==> src/rtl/cache_pkg.sv <==
// rtl/cache_pkg.sv - shared widths, tag-entry layout and helpers for the cache line store
package cache_pkg;

  // Default geometry of the direct-mapped, one-word-per-line cache
  localparam int ADDR_W   = 32;
  localparam int OFFSET_W = 2;
  localparam int IDX_W    = 5;
  localparam int DATA_W   = 32;

  // Derived tag widths: stored tag plus valid and dirty flags
  localparam int TAG_W     = ADDR_W - IDX_W - OFFSET_W;
  localparam int TAG_MEM_W = TAG_W + 2;

  // Fixed bit positions of the flags inside a tag entry
  localparam int VALID_BIT = TAG_MEM_W - 1;
  localparam int DIRTY_BIT = TAG_MEM_W - 2;

  // Tag entry as seen by the controller: {valid, dirty, tag}
  typedef struct packed {
    logic             valid;
    logic             dirty;
    logic [TAG_W-1:0] tag;
  } tag_entry_t;

  // Build a raw tag entry from its fields using the fixed bit positions
  function automatic logic [TAG_MEM_W-1:0] pack_tag_entry(
    input logic             valid,
    input logic             dirty,
    input logic [TAG_W-1:0] tag
  );
    logic [TAG_MEM_W-1:0] e;
    e            = '0;
    e[VALID_BIT] = valid;
    e[DIRTY_BIT] = dirty;
    e[TAG_W-1:0] = tag;
    return e;
  endfunction

endpackage

==> src/rtl/cache_ram_1rw.sv <==
// rtl/cache_ram_1rw.sv - flop array with async read, sync write, one-edge clear and optional forwarding
module cache_ram_1rw #(
  parameter int WIDTH      = 32,
  parameter int DEPTH_LOG2 = 5,
  parameter bit FWD_EN     = 1'b0
) (
  input  logic                  i_clk,
  input  logic                  i_rst,
  input  logic                  i_we,
  input  logic [DEPTH_LOG2-1:0] i_addr,
  input  logic [WIDTH-1:0]      i_wdata,
  output logic [WIDTH-1:0]      o_rdata
);

  localparam int DEPTH = 1 << DEPTH_LOG2;

  logic [WIDTH-1:0] r_mem [DEPTH];
  logic [WIDTH-1:0] w_stored;

  // Clear every entry in one edge; clear takes priority over a write
  always_ff @(posedge i_clk) begin
    if (i_rst) begin
      for (int i = 0; i < DEPTH; i++) begin
        r_mem[i] <= '0;
      end
    end else if (i_we) begin
      r_mem[i_addr] <= i_wdata;
    end
  end

  // Depth is exactly 2**DEPTH_LOG2, so every address selects a real entry
  assign w_stored = r_mem[i_addr];

  generate
    if (FWD_EN) begin : g_fwd
      // Write-through: the entry being written is visible in its own cycle
      assign o_rdata = i_we ? i_wdata : w_stored;
    end else begin : g_nofwd
      // Stored contents only; a write shows up from the cycle after the edge
      assign o_rdata = w_stored;
    end
  endgenerate

endmodule

==> src/rtl/cache_line_store.sv <==
// rtl/cache_line_store.sv - tag and data arrays of the direct-mapped cache; CACHE_LINE_STORE_WR_FWD_EN enables write forwarding
module cache_line_store #(
  parameter int ADDR_W   = cache_pkg::ADDR_W,
  parameter int OFFSET_W = cache_pkg::OFFSET_W,
  parameter int IDX_W    = cache_pkg::IDX_W,
  parameter int DATA_W   = cache_pkg::DATA_W
) (
  input  logic                                  iCLK,
  input  logic                                  iRST,
  input  logic [IDX_W-1:0]                      idx,
  input  logic                                  tag_we,
  input  logic [ADDR_W-IDX_W-OFFSET_W+2-1:0]    tag_block_in,
  output logic [ADDR_W-IDX_W-OFFSET_W+2-1:0]    tag_block_out,
  input  logic                                  data_we,
  input  logic [DATA_W-1:0]                     data_block_in,
  output logic [DATA_W-1:0]                     data_block_out
);

  import cache_pkg::*;

  localparam int TAG_W     = ADDR_W - IDX_W - OFFSET_W;
  localparam int TAG_MEM_W = TAG_W + 2;
  localparam int VALID_BIT = TAG_MEM_W - 1;
  localparam int DIRTY_BIT = TAG_MEM_W - 2;

`ifdef CACHE_LINE_STORE_WR_FWD_EN
  localparam bit FWD_EN = 1'b1;
`else
  localparam bit FWD_EN = 1'b0;
`endif

  logic [TAG_MEM_W-1:0] w_tag_wr;

  // Tag fields are routed verbatim into their fixed slots; nothing is interpreted here
  assign w_tag_wr = {tag_block_in[VALID_BIT], tag_block_in[DIRTY_BIT], tag_block_in[TAG_W-1:0]};

  cache_ram_1rw #(
    .WIDTH      (TAG_MEM_W),
    .DEPTH_LOG2 (IDX_W),
    .FWD_EN     (FWD_EN)
  ) u_tag_ram (
    .i_clk   (iCLK),
    .i_rst   (iRST),
    .i_we    (tag_we),
    .i_addr  (idx),
    .i_wdata (w_tag_wr),
    .o_rdata (tag_block_out)
  );

  cache_ram_1rw #(
    .WIDTH      (DATA_W),
    .DEPTH_LOG2 (IDX_W),
    .FWD_EN     (FWD_EN)
  ) u_data_ram (
    .i_clk   (iCLK),
    .i_rst   (iRST),
    .i_we    (data_we),
    .i_addr  (idx),
    .i_wdata (data_block_in),
    .o_rdata (data_block_out)
  );

endmodule

==> config.mk <==
export PLATFORM = sky130hd
export DESIGN_NAME = cache_line_store
export DESIGN_NICKNAME = d
export VERILOG_FILES = /design/src/rtl/cache_pkg.sv /design/src/rtl/cache_ram_1rw.sv /design/src/rtl/cache_line_store.sv
export SDC_FILE = /design/constraint.sdc
export NUM_CORES = 2
export LEC_CHECK = 0
export CORE_MARGIN = 2
export CORE_UTILIZATION = 50
export DETAILED_ROUTE_END_ITERATION = 7
export HOLD_SLACK_MARGIN = 0.02
export PLACE_DENSITY = 0.63
export SLEW_MARGIN = 20
export SYNTH_ARGS = -nofsm -noshare
export SYNTH_HDL_FRONTEND = slang
export SYNTH_SLANG_ARGS = --single-unit
==> constraint.sdc <==
create_clock -name iCLK -period 4.5 [get_ports iCLK]
set_clock_uncertainty 0.05 [all_clocks]
set_input_delay 1.35 -clock iCLK [delete_from_list [all_inputs] [get_ports iCLK]]
set_output_delay 1.35 -clock iCLK [all_outputs]
set_load 0.01 [all_outputs]
After elaboration in Yosys (flattened, before gate mapping)
Memories as Yosys holds them, arrays and structs flattened.
Index checks and enable logic that the tools add are counted.
{"block": "word_totals", "register_bits": 0, "ram_bits": 1888, "inputBits": 68, "out_inout_bits": 59, "wordCells": 18, "memories": 2}
{"block": "classes", "mux": 14, "reduce_logical": 2}
{"name": "u_data_ram.r_mem", "depth": 32, "word_bits": 32, "rd": 1, "rd_clocked_by_memory_dff": 0, "wr": 32, "line_no": "cache_ram_1rw.sv:17", "source": "logic [WIDTH-1:0] r_mem [DEPTH];"}
{"name": "u_tag_ram.r_mem", "depth": 32, "word_bits": 27, "rd": 1, "rd_clocked_by_memory_dff": 0, "wr": 32, "line_no": "cache_ram_1rw.sv:17"}
{"op": "$mux W32", "count": 1}
{"op": "$reduce_or A32 Y1", "count": 1}
{"op": "$mux W27", "count": 1}
{"op": "$reduce_or A27 Y1", "count": 1}
{"op": "$mux W1", "count": 10}
{"op": "$mux W5", "count": 2}

Logic depth before layout (Yosys ltp)
{"block": "logic_depth", "depth_word": 5, "depth_mapped": 8, "depth_no_buf": 4}

Modules after synthesis
From an unflattened synthesis, not the netlist that was laid out.
{"block": "unflattened", "hier_cells": 6127, "area_unflattened_um2": 86311.5}
{"mod": "cache_ram_1rw (u_data_ram)", "n_inst": 1, "cells_per_inst": 3327, "area_each_um2": 46563.4, "seq_area_each_um2": 30749.5}
{"mod": "cache_ram_1rw (u_tag_ram)", "n_inst": 1, "cells_per_inst": 2800, "area_each_um2": 39748.1, "seq_area_each_um2": 25944.9}

Worst setup path after synthesis
No wires, ideal clock.
{"block": "synth_path", "path_type": "input -> output", "start": "input idx[0]", "end": "output tag_block_out[16]", "arrival_time_ns": 2.777, "t_required_ns": 3.100, "setup_slack_ns": 0.323, "cell_stages": 8, "path_buffers": 4, "cell_sequence": "clkbuf_1 -> buf_2 -> buf_2 -> buf_2 -> mux2i_1 -> o22ai_1 -> nor4_1 -> nand2_1"}
{"block": "synth_between", "elab_chain_cells": 1}
{"element": "start, declared", "line_no": "cache_line_store.sv:10", "source": "input logic [IDX_W-1:0] idx,"}
{"element": "$mem_v2 Z32 W27"}
{"element": "end, declared", "line_no": "cache_line_store.sv:13", "source": "output logic [ADDR_W-IDX_W-OFFSET_W+2-1:0] tag_block_out,"}
Every way passes these cells.

Worst setup path in the final report
{"block": "layout_path", "start": "input idx[1]", "end": "output data_block_out[4]"}
{"block": "layout_between", "elab_chain_cells": 1}
{"element": "$mem_v2 Z32 W32"}
{"element": "end, declared", "line_no": "cache_line_store.sv:16", "source": "output logic [DATA_W-1:0] data_block_out"}
Every way passes these cells.

==> impl_metrics.tcl <==
set metrics [dict create \
    status "finished with violations" \
    violations "setup timing" \
    min_path_type "primary input to flip-flop" \
    muxShareOfSynthArea_pct 11.0 \
    max_slew_margin_pct 26.2 \
    grt_pass1_vias 53000 \
    cts.path.max_buffers 3 \
    first_iter_violations 5794 \
    wirelength_um 267000 \
    max_stage_delay_ps 600 \
    cp_max_fo 6 \
    vias_per_cell 5.93 \
    syn_area_um2 85600 \
    hold_violations 0 \
    cts.sinks 1888 \
    ir_worst_vdd_mv 0.477 \
    ys_seq_elements 1888 \
    power_frac_seq_pct 51.3 \
    io_buffers 126 \
    ff_latch_area_um2 56700 \
    hold_buffers 0 \
    clkTransAtPathRegs_ps 60 \
    cts-root-buf "clkbuf_16" \
    final_util_pct 63.8 \
    fin_crit_ps 4800 \
    fin_crit_sh_pct 107 \
    met2_length_um 133000 \
    power_frac_comb_pct 10.4 \
    dp_hpwl_um 154000 \
    path_buf_inv 8 \
    dieHeight_um 418 \
    synthToLayoutAreaGrowth_pct 26.4 \
    die_x_um 418 \
    slowest_stage "nor4_4" \
    highest_layer "met5" \
    tightest_slew_ps 1100 \
    grt_max_degree 65 \
    start_util_pct 50.4 \
    fin_ws_ps -301 \
    slew_viol_final 0 \
    wl_per_cell_um 29.6 \
    synth_nets 6171 \
    p_sw_share_pct 23.9 \
    drtAntennaViolNets 0 \
    seq_area_frac_synth_pct 66.2 \
    ys_warn_count 0 \
    fin_area_um2 108000 \
    hold_slack_ps 1140 \
    cts_max_level 4 \
    critPathArrivalTime_ps 3400 \
    synthXorXnorAreaFrac_pct 0 \
    route.met3.wl_um 19000 \
    synth_top_family_by_area "simple AND/OR/NAND/NOR gates" \
    layout_common_cells "and2_1 (1888), edfxtp_1 (1888), mux2i_1 (791), buf_4 (431), o22ai_1 (230)" \
    num_io_pins 127 \
    p_per_area_nw_per_um2 371 \
    p_leak_nw 40.4 \
    drv_cap 0 \
    die_area_um2 175000 \
    grt_pass1_wl_um 373000 \
    cpLargestDelayFamily "buffers and inverters" \
    yosysTopAreaCellShare_pct 66.2 \
    drc 0 \
    gr-total-overflow 0 \
    switching_power_w 0.00960 \
    rows 151 \
    synth-adder-area-share_pct 0 \
    p_int_w 0.0305 \
    end_kind "primary output" \
    layout-drive-gt1-share_pct 26.7 \
    core_area_um2 170000 \
    cp_common_cell "buf_6" \
    path_class "primary input to primary output" \
    clkPwrFrac_pct 38.4 \
    synth_area_leader_cell "edfxtp_1" \
    drt-met1-wl_um 104000 \
    gp_congestion 0.839 \
    n_fill_cell 12100 \
    cts_tree "yes" \
    syn_area_per_cell_um2 14.0 \
    synthDistinctLibCells 32 \
    syn_inst 6103 \
    fin_nets 6717 \
    first_pass_iters 5 \
    path_cells "buf_12 -> buf_12 -> buf_6 -> nand4b_1 -> buf_6 -> buf_8 -> buf_6 -> o22ai_4 -> nor4_4 -> buf_4 -> nand2_4 -> buf_6" \
    max_freq_ghz 0.208 \
    numCtsBuffers 197 \
    synth_compound_area_share_pct 3.49 \
    ys_top_cells_by_area "edfxtp_1 (66%), and2_1 (14%), mux2i_1 (11%)" \
    grt_usage_pct 29.6 \
    critPathLaunchType "primary input" \
    multiInputGateArea_um2 31700 \
    finalSetupViolCount 59 \
    crit_required_ps 3100 \
    rsz0062_at_grt "yes" \
    yosys.area_share.simple_pct 16.3 \
    vias 53600 \
    grt_antenna_before_repair 7 \
    postPlaceCellArea_um2 93000 \
]
## metal layers
metal | vias to the layer above | GRT usage (%)
met4 | 4 | 10.4
met1 | 27500 | 38.2
met2 | 2287 | 50.9
met3 | 535 | 4.39
met5 | - | 0
li1 | 23300 | -
## path summary, 6_finish.rpt
check	startpoint	to	slack, ps	cells after the start
max	idx[1]	data_block_out[4]	-300	12
min	data_block_in[12]	u_data_ram.r_mem[3][12]	1140	2
## cell type report
class,count,share of cell area [%]
sequential,1888,52.4
multi-input combinational,3647,29.3
timing repair buffer,915,10.3
tap,2218,2.56
clock buffer,247,4.79
antenna,7,0.0162
clock inverter,113,0.686
## cells by family after synthesis
group / Yosys count
buffers and inverters: 568
DFF: 1888
muxes: 944
and+or+nand+nor: 2231
AOI/OAI and AO/OA: 472
## power groups by stage
stage | logic (W) | registers (W) | clock network (W)
finish | 0.00416 | 0.0206 | 0.0154
floorplan | 0.00158 | 0.0208 | 0
CTS | 0.00380 | 0.0205 | 0.0154
global route | 0.00432 | 0.0207 | 0.0161
global placement | 0.00321 | 0.0208 | 0
detailed placement | 0.00322 | 0.0209 | 0
## per-stage QoR
stage | worst slack (ps) | power, W | std cells | TNS, ps
after detailed placement | -1330 | 0.0241 | 8428 | -55990
after CTS | -306 | 0.0398 | 8935 | -9340
after floorplan | 323 | 0.0224 | 6103 | 0
after global placement | -2050 | 0.0240 | 8427 | -56170
after global routing | -310 | 0.0411 | 9030 | -7760
final | -301 | 0.0401 | 9035 | -6160
## state kept, by name, summed over array words and instances, names as in the netlist
| name | cells |
|---|---|
| u_tag_ram.r_mem | 864 |
| u_data_ram.r_mem | 1024 |
## synthesized netlist by cell type, drive strengths merged
master and n:
mux2i 944, o22ai 472, nand3b 3, nor2 66
clkbuf 413, and2 1888, nor2b 2, or4 1
and2b 2, nand3 3, nor4 118, edfxtp 1888
or3 1, nand4bb 6, buf 155, nand4b 4
or3b 2, nand2 66, or2 64, or4b 4
nand4 1
## repair_timing
action / 4_1_cts / 5_1_grt
endpoints found under the hold margin: 0 / 0
gates cloned: 31 / 19
resized for setup: 928 / 481
buffers inserted: 146 / 110
pin swaps: 141 / 158
endpoints found under the setup margin: 59 / 59
(Power assumes the default switching activity.)
